File: src/rtl/data_mem_bridge_if.sv
// Word-addressed request/acknowledge data bus between the bridge and memory.
interface data_mem_bridge_if;
  logic        req;    // request, held until ack
  logic        we;     // 1 = write, 0 = read
  logic [29:0] baddr;  // word address
  logic [31:0] wdata;  // lane-replicated write data
  logic [3:0]  be;     // byte enables, bit n = lane n
  logic        ack;    // request completes this cycle
  logic [31:0] rdata;  // read data, valid with ack on reads

  modport master (
    output req, we, baddr, wdata, be,
    input  ack, rdata
  );

  modport slave (
    input  req, we, baddr, wdata, be,
    output ack, rdata
  );
endinterface

File: src/rtl/data_mem_bridge.sv
// Multi-cycle bridge from the RV32 core's combinational load/store port to a
// word-addressed req/ack bus: lane steering, load right-alignment, core stall,
// misaligned/invalid store and bus timeout faults.
module data_mem_bridge #(
  parameter int unsigned TIMEOUT = 255
) (
  input  logic        i_clk,
  input  logic        i_rst,
  input  logic        i_load,
  input  logic        i_write,
  input  logic [31:0] i_addr,
  input  logic [31:0] i_wdata,
  input  logic [1:0]  i_memsize,
  output logic [31:0] o_rdata,
  output logic        o_stall,
  output logic        o_fault,
  data_mem_bridge_if.master bus
);

  localparam int unsigned CNT_W = 16;

  localparam logic [1:0] S_IDLE = 2'b00;
  localparam logic [1:0] S_BUS  = 2'b01;
  localparam logic [1:0] S_DONE = 2'b10;

  logic [1:0]       state_q, state_d;
  logic             req_q, req_d;
  logic             we_q, we_d;
  logic [29:0]      baddr_q, baddr_d;
  logic [31:0]      bdata_q, bdata_d;
  logic [3:0]       be_q, be_d;
  logic [31:0]      rdata_q, rdata_d;
  logic             fault_q, fault_d;
  logic [CNT_W-1:0] cnt_q, cnt_d;
  logic [1:0]       off_q, off_d;

  logic [CNT_W:0]   cnt_inc;
  logic             store_bad;
  logic [3:0]       store_be;
  logic [31:0]      store_data;

  // Store lane steering and validity check for the current core request.
  always_comb begin
    store_bad  = 1'b0;
    store_be   = 4'b0000;
    store_data = i_wdata;
    case (i_memsize)
      2'b01: begin
        store_be   = 4'(4'b0001 << i_addr[1:0]);
        store_data = {4{i_wdata[7:0]}};
      end
      2'b10: begin
        store_be   = i_addr[1] ? 4'b1100 : 4'b0011;
        store_data = {2{i_wdata[15:0]}};
        store_bad  = i_addr[0];
      end
      2'b11: begin
        store_be   = 4'b1111;
        store_data = i_wdata;
        store_bad  = (i_addr[1:0] != 2'b00);
      end
      default: begin
        store_bad  = 1'b1;
      end
    endcase
  end

  assign cnt_inc = {1'b0, cnt_q} + (CNT_W+1)'(1);

  // Next-state and next-output logic; registered outputs hold by default.
  always_comb begin
    state_d = state_q;
    req_d   = req_q;
    we_d    = we_q;
    baddr_d = baddr_q;
    bdata_d = bdata_q;
    be_d    = be_q;
    rdata_d = rdata_q;
    cnt_d   = cnt_q;
    off_d   = off_q;
    fault_d = 1'b0;
    case (state_q)
      S_IDLE: begin
        if (i_write) begin
          if (store_bad) begin
            state_d = S_DONE;
            fault_d = 1'b1;
          end else begin
            state_d = S_BUS;
            req_d   = 1'b1;
            we_d    = 1'b1;
            baddr_d = i_addr[31:2];
            bdata_d = store_data;
            be_d    = store_be;
            off_d   = i_addr[1:0];
            cnt_d   = '0;
          end
        end else if (i_load) begin
          state_d = S_BUS;
          req_d   = 1'b1;
          we_d    = 1'b0;
          baddr_d = i_addr[31:2];
          be_d    = 4'b1111;
          off_d   = i_addr[1:0];
          cnt_d   = '0;
        end
      end
      S_BUS: begin
        if (bus.ack) begin
          req_d   = 1'b0;
          state_d = S_DONE;
          if (!we_q) begin
            rdata_d = bus.rdata >> {off_q, 3'b000};
          end
        end else begin
          cnt_d = cnt_inc[CNT_W-1:0];
          if (cnt_inc == (CNT_W+1)'(TIMEOUT)) begin
            req_d   = 1'b0;
            rdata_d = '0;
            fault_d = 1'b1;
            state_d = S_DONE;
          end
        end
      end
      S_DONE: begin
        state_d = S_IDLE;
      end
      default: begin
        state_d = S_IDLE;
      end
    endcase
  end

  // State and output registers with asynchronous reset.
  always_ff @(posedge i_clk or posedge i_rst) begin
    if (i_rst) begin
      state_q <= S_IDLE;
      req_q   <= 1'b0;
      we_q    <= 1'b0;
      baddr_q <= '0;
      bdata_q <= '0;
      be_q    <= 4'b0000;
      rdata_q <= '0;
      fault_q <= 1'b0;
      cnt_q   <= '0;
      off_q   <= 2'b00;
    end else begin
      state_q <= state_d;
      req_q   <= req_d;
      we_q    <= we_d;
      baddr_q <= baddr_d;
      bdata_q <= bdata_d;
      be_q    <= be_d;
      rdata_q <= rdata_d;
      fault_q <= fault_d;
      cnt_q   <= cnt_d;
      off_q   <= off_d;
    end
  end

  // Stall covers the request cycle in IDLE and every bus cycle.
  assign o_stall = ((state_q == S_IDLE) && (i_load || i_write)) || (state_q == S_BUS);

  assign o_rdata   = rdata_q;
  assign o_fault   = fault_q;
  assign bus.req   = req_q;
  assign bus.we    = we_q;
  assign bus.baddr = baddr_q;
  assign bus.wdata = bdata_q;
  assign bus.be    = be_q;

endmodule

File: src/flat_wrapper.sv
// flat-port wrapper written by rule: the top's interface ports become plain ports
module data_mem_bridge_flat 
#(
  parameter int unsigned TIMEOUT = 255
)
  (i_clk, i_rst, i_load, i_write, i_addr, i_wdata, i_memsize, o_rdata, o_stall, o_fault, bus_req, bus_we, bus_baddr, bus_wdata, bus_be, bus_ack, bus_rdata);
  data_mem_bridge_if bus_i ();
  input  logic i_clk;
  input  logic i_rst;
  input  logic i_load;
  input  logic i_write;
  input  logic [31:0] i_addr;
  input  logic [31:0] i_wdata;
  input  logic [1:0] i_memsize;
  output logic [31:0] o_rdata;
  output logic o_stall;
  output logic o_fault;
  output wire logic [$bits(bus_i.req)-1:0] bus_req;
  output wire logic [$bits(bus_i.we)-1:0] bus_we;
  output wire logic [$bits(bus_i.baddr)-1:0] bus_baddr;
  output wire logic [$bits(bus_i.wdata)-1:0] bus_wdata;
  output wire logic [$bits(bus_i.be)-1:0] bus_be;
  input wire logic [$bits(bus_i.ack)-1:0] bus_ack;
  input wire logic [$bits(bus_i.rdata)-1:0] bus_rdata;
  assign bus_req = bus_i.req;
  assign bus_we = bus_i.we;
  assign bus_baddr = bus_i.baddr;
  assign bus_wdata = bus_i.wdata;
  assign bus_be = bus_i.be;
  assign bus_i.ack = bus_ack;
  assign bus_i.rdata = bus_rdata;
  data_mem_bridge #(.TIMEOUT(TIMEOUT)) u_core (.i_clk(i_clk), .i_rst(i_rst), .i_load(i_load), .i_write(i_write), .i_addr(i_addr), .i_wdata(i_wdata), .i_memsize(i_memsize), .o_rdata(o_rdata), .o_stall(o_stall), .o_fault(o_fault), .bus(bus_i));
endmodule
File: config.mk
export PLATFORM = sky130hd
export DESIGN_NAME = data_mem_bridge_flat
export DESIGN_NICKNAME = d
export VERILOG_FILES = /design/src/rtl/data_mem_bridge_if.sv /design/src/rtl/data_mem_bridge.sv /design/src/flat_wrapper.sv
export SDC_FILE = /design/constraint.sdc
export NUM_CORES = 1
export LEC_CHECK = 0
export ABC_AREA = 1
export BUFFER_PORTS_ARGS = -buffer_cell sky130_fd_sc_hd__buf_2
export CORE_MARGIN = 5
export CORE_UTILIZATION = 51
export CTS_CLUSTER_SIZE = 8
export DETAILED_ROUTE_END_ITERATION = 8
export PLACE_DENSITY_LB_ADDON = 0.08
export SYNTH_ARGS = -nofsm -noshare
export SYNTH_HDL_FRONTEND = slang
export SYNTH_SLANG_ARGS = --single-unit
export TNS_END_PERCENT = 1
File: constraint.sdc
create_clock -name i_clk -period 4.5 [get_ports i_clk]
set_input_delay 0.225 -clock i_clk [delete_from_list [all_inputs] [get_ports i_clk]]
set_output_delay 0.225 -clock i_clk [all_outputs]
set_load 0.03 [all_outputs]
==> reports/results.ini <==
[run_status]
status = finished, final reports clean

[route]
wl_per_cell_um = 14.4
viasPerCell = 5.08
ant_nets = 0
wl_mm = 17.0
drtPass1Iterations = 5
vias = 5979
drtIter0Drc = 475
drc_errors = 0

[die]
core_area_um2 = 11500
start_util_pct = 52.4
ios = 205
rows = 39
die_w_um = 119
die_area_um2 = 14100
die_y_um = 119

[placed_design]
pre_cts_ws_ns = 1.74
dp_hpwl_mm = 11.8
port_buffers = 204
gp_congestion = 0.859

[final_layout]
syn_to_final_growth_pct = 32.3
finalNetCount = 1130
multi_input_area_um2 = 2540
seqCellArea_um2 = 3030
final_layout_size_suffix_gt1_share_pct = 24.7
fillCellCount = 992

[power]
power_mw = 5.50
power_density_nw_per_um2 = 691
ir_drop_mv = 0.517
p_leak_nw = 4.35

[global_route]
grt_use_total_pct = 23.9
antenna_found_initial = 1
grt_start_max_net_pins = 56
grt_pass1_vias = 5621
grt_pass1_wl_mm = 27.2
grt-ovfl-total = 0

[timing]
skew_ns = 0.00458
fin_crit_ns = 2.55
grt_setup_unrepaired = false
tns_ns = 0
slew_headroom_pct = 39.8
slew_violations = 0
setup_ws_ns = 1.95
tightest_slew_ns = 0.897
fmax_mhz = 392
fin_crit_sh_pct = 56.7
setup_viol = 0
hold_viol = 0

[setup_path]
crit_required_ns = 4.80
crit_fanout = 33
r2r_setup_slack_ns = 1.95
cp-start-kind = register
r2r_cells = 14
max_stage_delay_ns = 0.43
crit_chain = ha_1 > nand2_1 > nor2_2 > nand2_1 > nand2_1 > nand2_1 > nor2_1 > nand3_1 > nor2_2 > nand3_2 > nand2_4 > inv_4 > nand2_1 > nand2_1
arrival_ns = 2.85
critical_path_class = register to register
cp-end-kind = register
crit_family = simple AND/OR/NAND/NOR gates
r2r-end = u_core.o_rdata[27]
path_common_cell = nand2_1
crit_slowest_cell = dfrtp_1
r2r-start = u_core.cnt_q[1]
path_buf_inv = 1

[hold_path]
hold_depth = 3
hold_class = input port to register
holdPathEnd = u_core.bus.baddr[5]
hold_start = i_addr[7]

[clocking]
cts_buffers = 17
cts_tree = yes
clock_sinks = 121
clock_latency_ns = 0.41
cts_max_level = 4
postCtsSetupBuffers = 0
cts.clk_slew.worst_paths_ns = 0.06
clockRootBuffer = clkbuf_16
cts.repair.resized = 0
clockBufferDepth = 2

[yosys]
yosysSeqAreaShare_pct = 50.4
syn_avg_cell_area_um2 = 7.53
synth-warning-count = 0
ys_ff_latch = 121
synth_fp_nets = 908
netlist_area_um2 = 6010
synth_cells = 799
synthDistinctLibCells = 31

[run]
maxCapViolations = 0

report_power, final:
group / internal, mW / switching [mW] / leakage [nW]
registers: 1.52 / 0.246 / 1.54
logic: 0.665 / 1.72 / 2.53
clock network: 0.867 / 0.483 / 0.276
metal layers:
metal  part of all wire (%)  vias up  global-route usage, %
met3                    7.5       36                   7.64
met2                     47      254                   37.7
met1                     43     2711                   31.0
met5                      0        -                      0
met4                    2.9        0                   9.07
li1                       -     2978                      -
layout by cell type (no fill, tap or decap), types with 2 or more instances in the layout:
cell             n
nand3_1         26
dlygate4sd3_1   26
nand4_1          8
nor2_2           7
o211ai_1         2
buf_2          204
a21oi_1          8
inv_4            2
dfrtp_1        121
clkbuf_16       17
nor2_1          38
clkbuf_1         3
inv_1           68
o22ai_1         20
inv_2            2
nand2_1        357
bufinv_16        3
o21a_1           8
nor3_1           9
ha_1             6
clkinvlp_4       3
o21ai_0         64
clkinv_4         2
nand3_2          2
clkinv_2         2
buf_4            7
o32ai_1          8
sequential cells by signal, indices dropped and copies added (netlist names):
| register | count |
|---|---|
| u_core.cnt_q | 16 |
| u_core.bus.wdata | 32 |
| u_core.bus.req | 1 |
| u_core.o_fault | 1 |
| u_core.bus.baddr | 30 |
| u_core.off_q | 2 |
| u_core.state_q | 2 |
| u_core.o_rdata | 32 |
| u_core.bus.we | 1 |
| u_core.bus.be | 4 |
area by class of cell:
cell class / count / area share (%)
inverters: 73 / 3.51
flip-flops and latches: 121 / 38.1
diodes: 1 / 0.0315
clock inverters: 11 / 1.87
multi-input cells: 571 / 32.0
clock buffers: 20 / 5.49
well taps: 143 / 2.25
repair buffers: 237 / 16.8
stage by stage:
stage          util [%]  cell area [µm²]  hold WS [ns]  cells
5_1_grt            69.4             7950       0.00300   1177
2_1_floorplan         -             6010         0.335    799
3_3_place_gp       62.0             7100         0.285   1119
6_report           69.4             7950        0.0121   1177
4_1_cts            69.3             7950      0.000475   1176
3_5_place_dp       62.0             7100         0.289   1119
worst max-delay path by stage:
stage	from	endpoint	slack, ns	depth (start not counted)
finish	u_core.cnt_q[1]	u_core.o_rdata[27]	1.95	14
CTS	u_core.cnt_q[1]	u_core.o_rdata[27]	1.93	14
detailed placement	i_memsize[0]	u_core.bus.be[0]	1.74	11
floorplan	i_rst	u_core.bus.baddr[0]	1.06	1
global route	u_core.cnt_q[1]	u_core.o_rdata[0]	1.58	14
global placement	i_memsize[0]	u_core.bus.be[0]	1.78	11
cells by family after synthesis:
logic type      Yosys count  share of synthesized area, %
compound gates          113                          10.8
flops                   121                          50.4
simple gates            450                          29.9
xor+xnor                  2                         0.291
fa+ha+maj                 6                          1.25
buf+inv                 107                          7.37
tightest hold or removal path, cell delays in order:
cell and delay [ns]:
buf_2 0.08, nand2_1 0.05, nand2_1 0.05
synthesized netlist by cell type:
master | count | area, µm²
nand2_1 | 357 | 1340
buf_6 | 3 | 33.8
nor2_1 | 39 | 146
nand3_2 | 2 | 20.0
o22ai_1 | 20 | 125
o31ai_1 | 1 | 7.51
dfrtp_1 | 121 | 3030
buf_4 | 4 | 30.0
a21oi_1 | 8 | 40.0
nand2_4 | 1 | 11.3
nand2_2 | 1 | 6.26
clkbuf_1 | 26 | 97.6
xor2_1 | 1 | 8.76
inv_4 | 1 | 6.26
xnor2_1 | 1 | 8.76
clkinv_1 | 1 | 3.75
ha_1 | 6 | 75.1
nand4_1 | 8 | 50.1
o21ai_0 | 64 | 320
buf_2 | 1 | 5.00
nand3_1 | 26 | 130
o22a_1 | 1 | 8.76
nor2_2 | 6 | 37.5
o211ai_1 | 2 | 15.0
nor2_4 | 1 | 11.3
inv_2 | 2 | 7.51
o21a_1 | 8 | 60.1
o32ai_1 | 8 | 70.1
inv_1 | 69 | 259
nor3_1 | 9 | 45.0
o21ai_1 | 1 | 5.00
repair_timing:
item	in CTS	in global routing
hold buffers	26	0
endpoints found under the setup margin	0	0
endpoints found under the hold margin	61	0
Note: power is estimated with default switching activity, not from simulation.
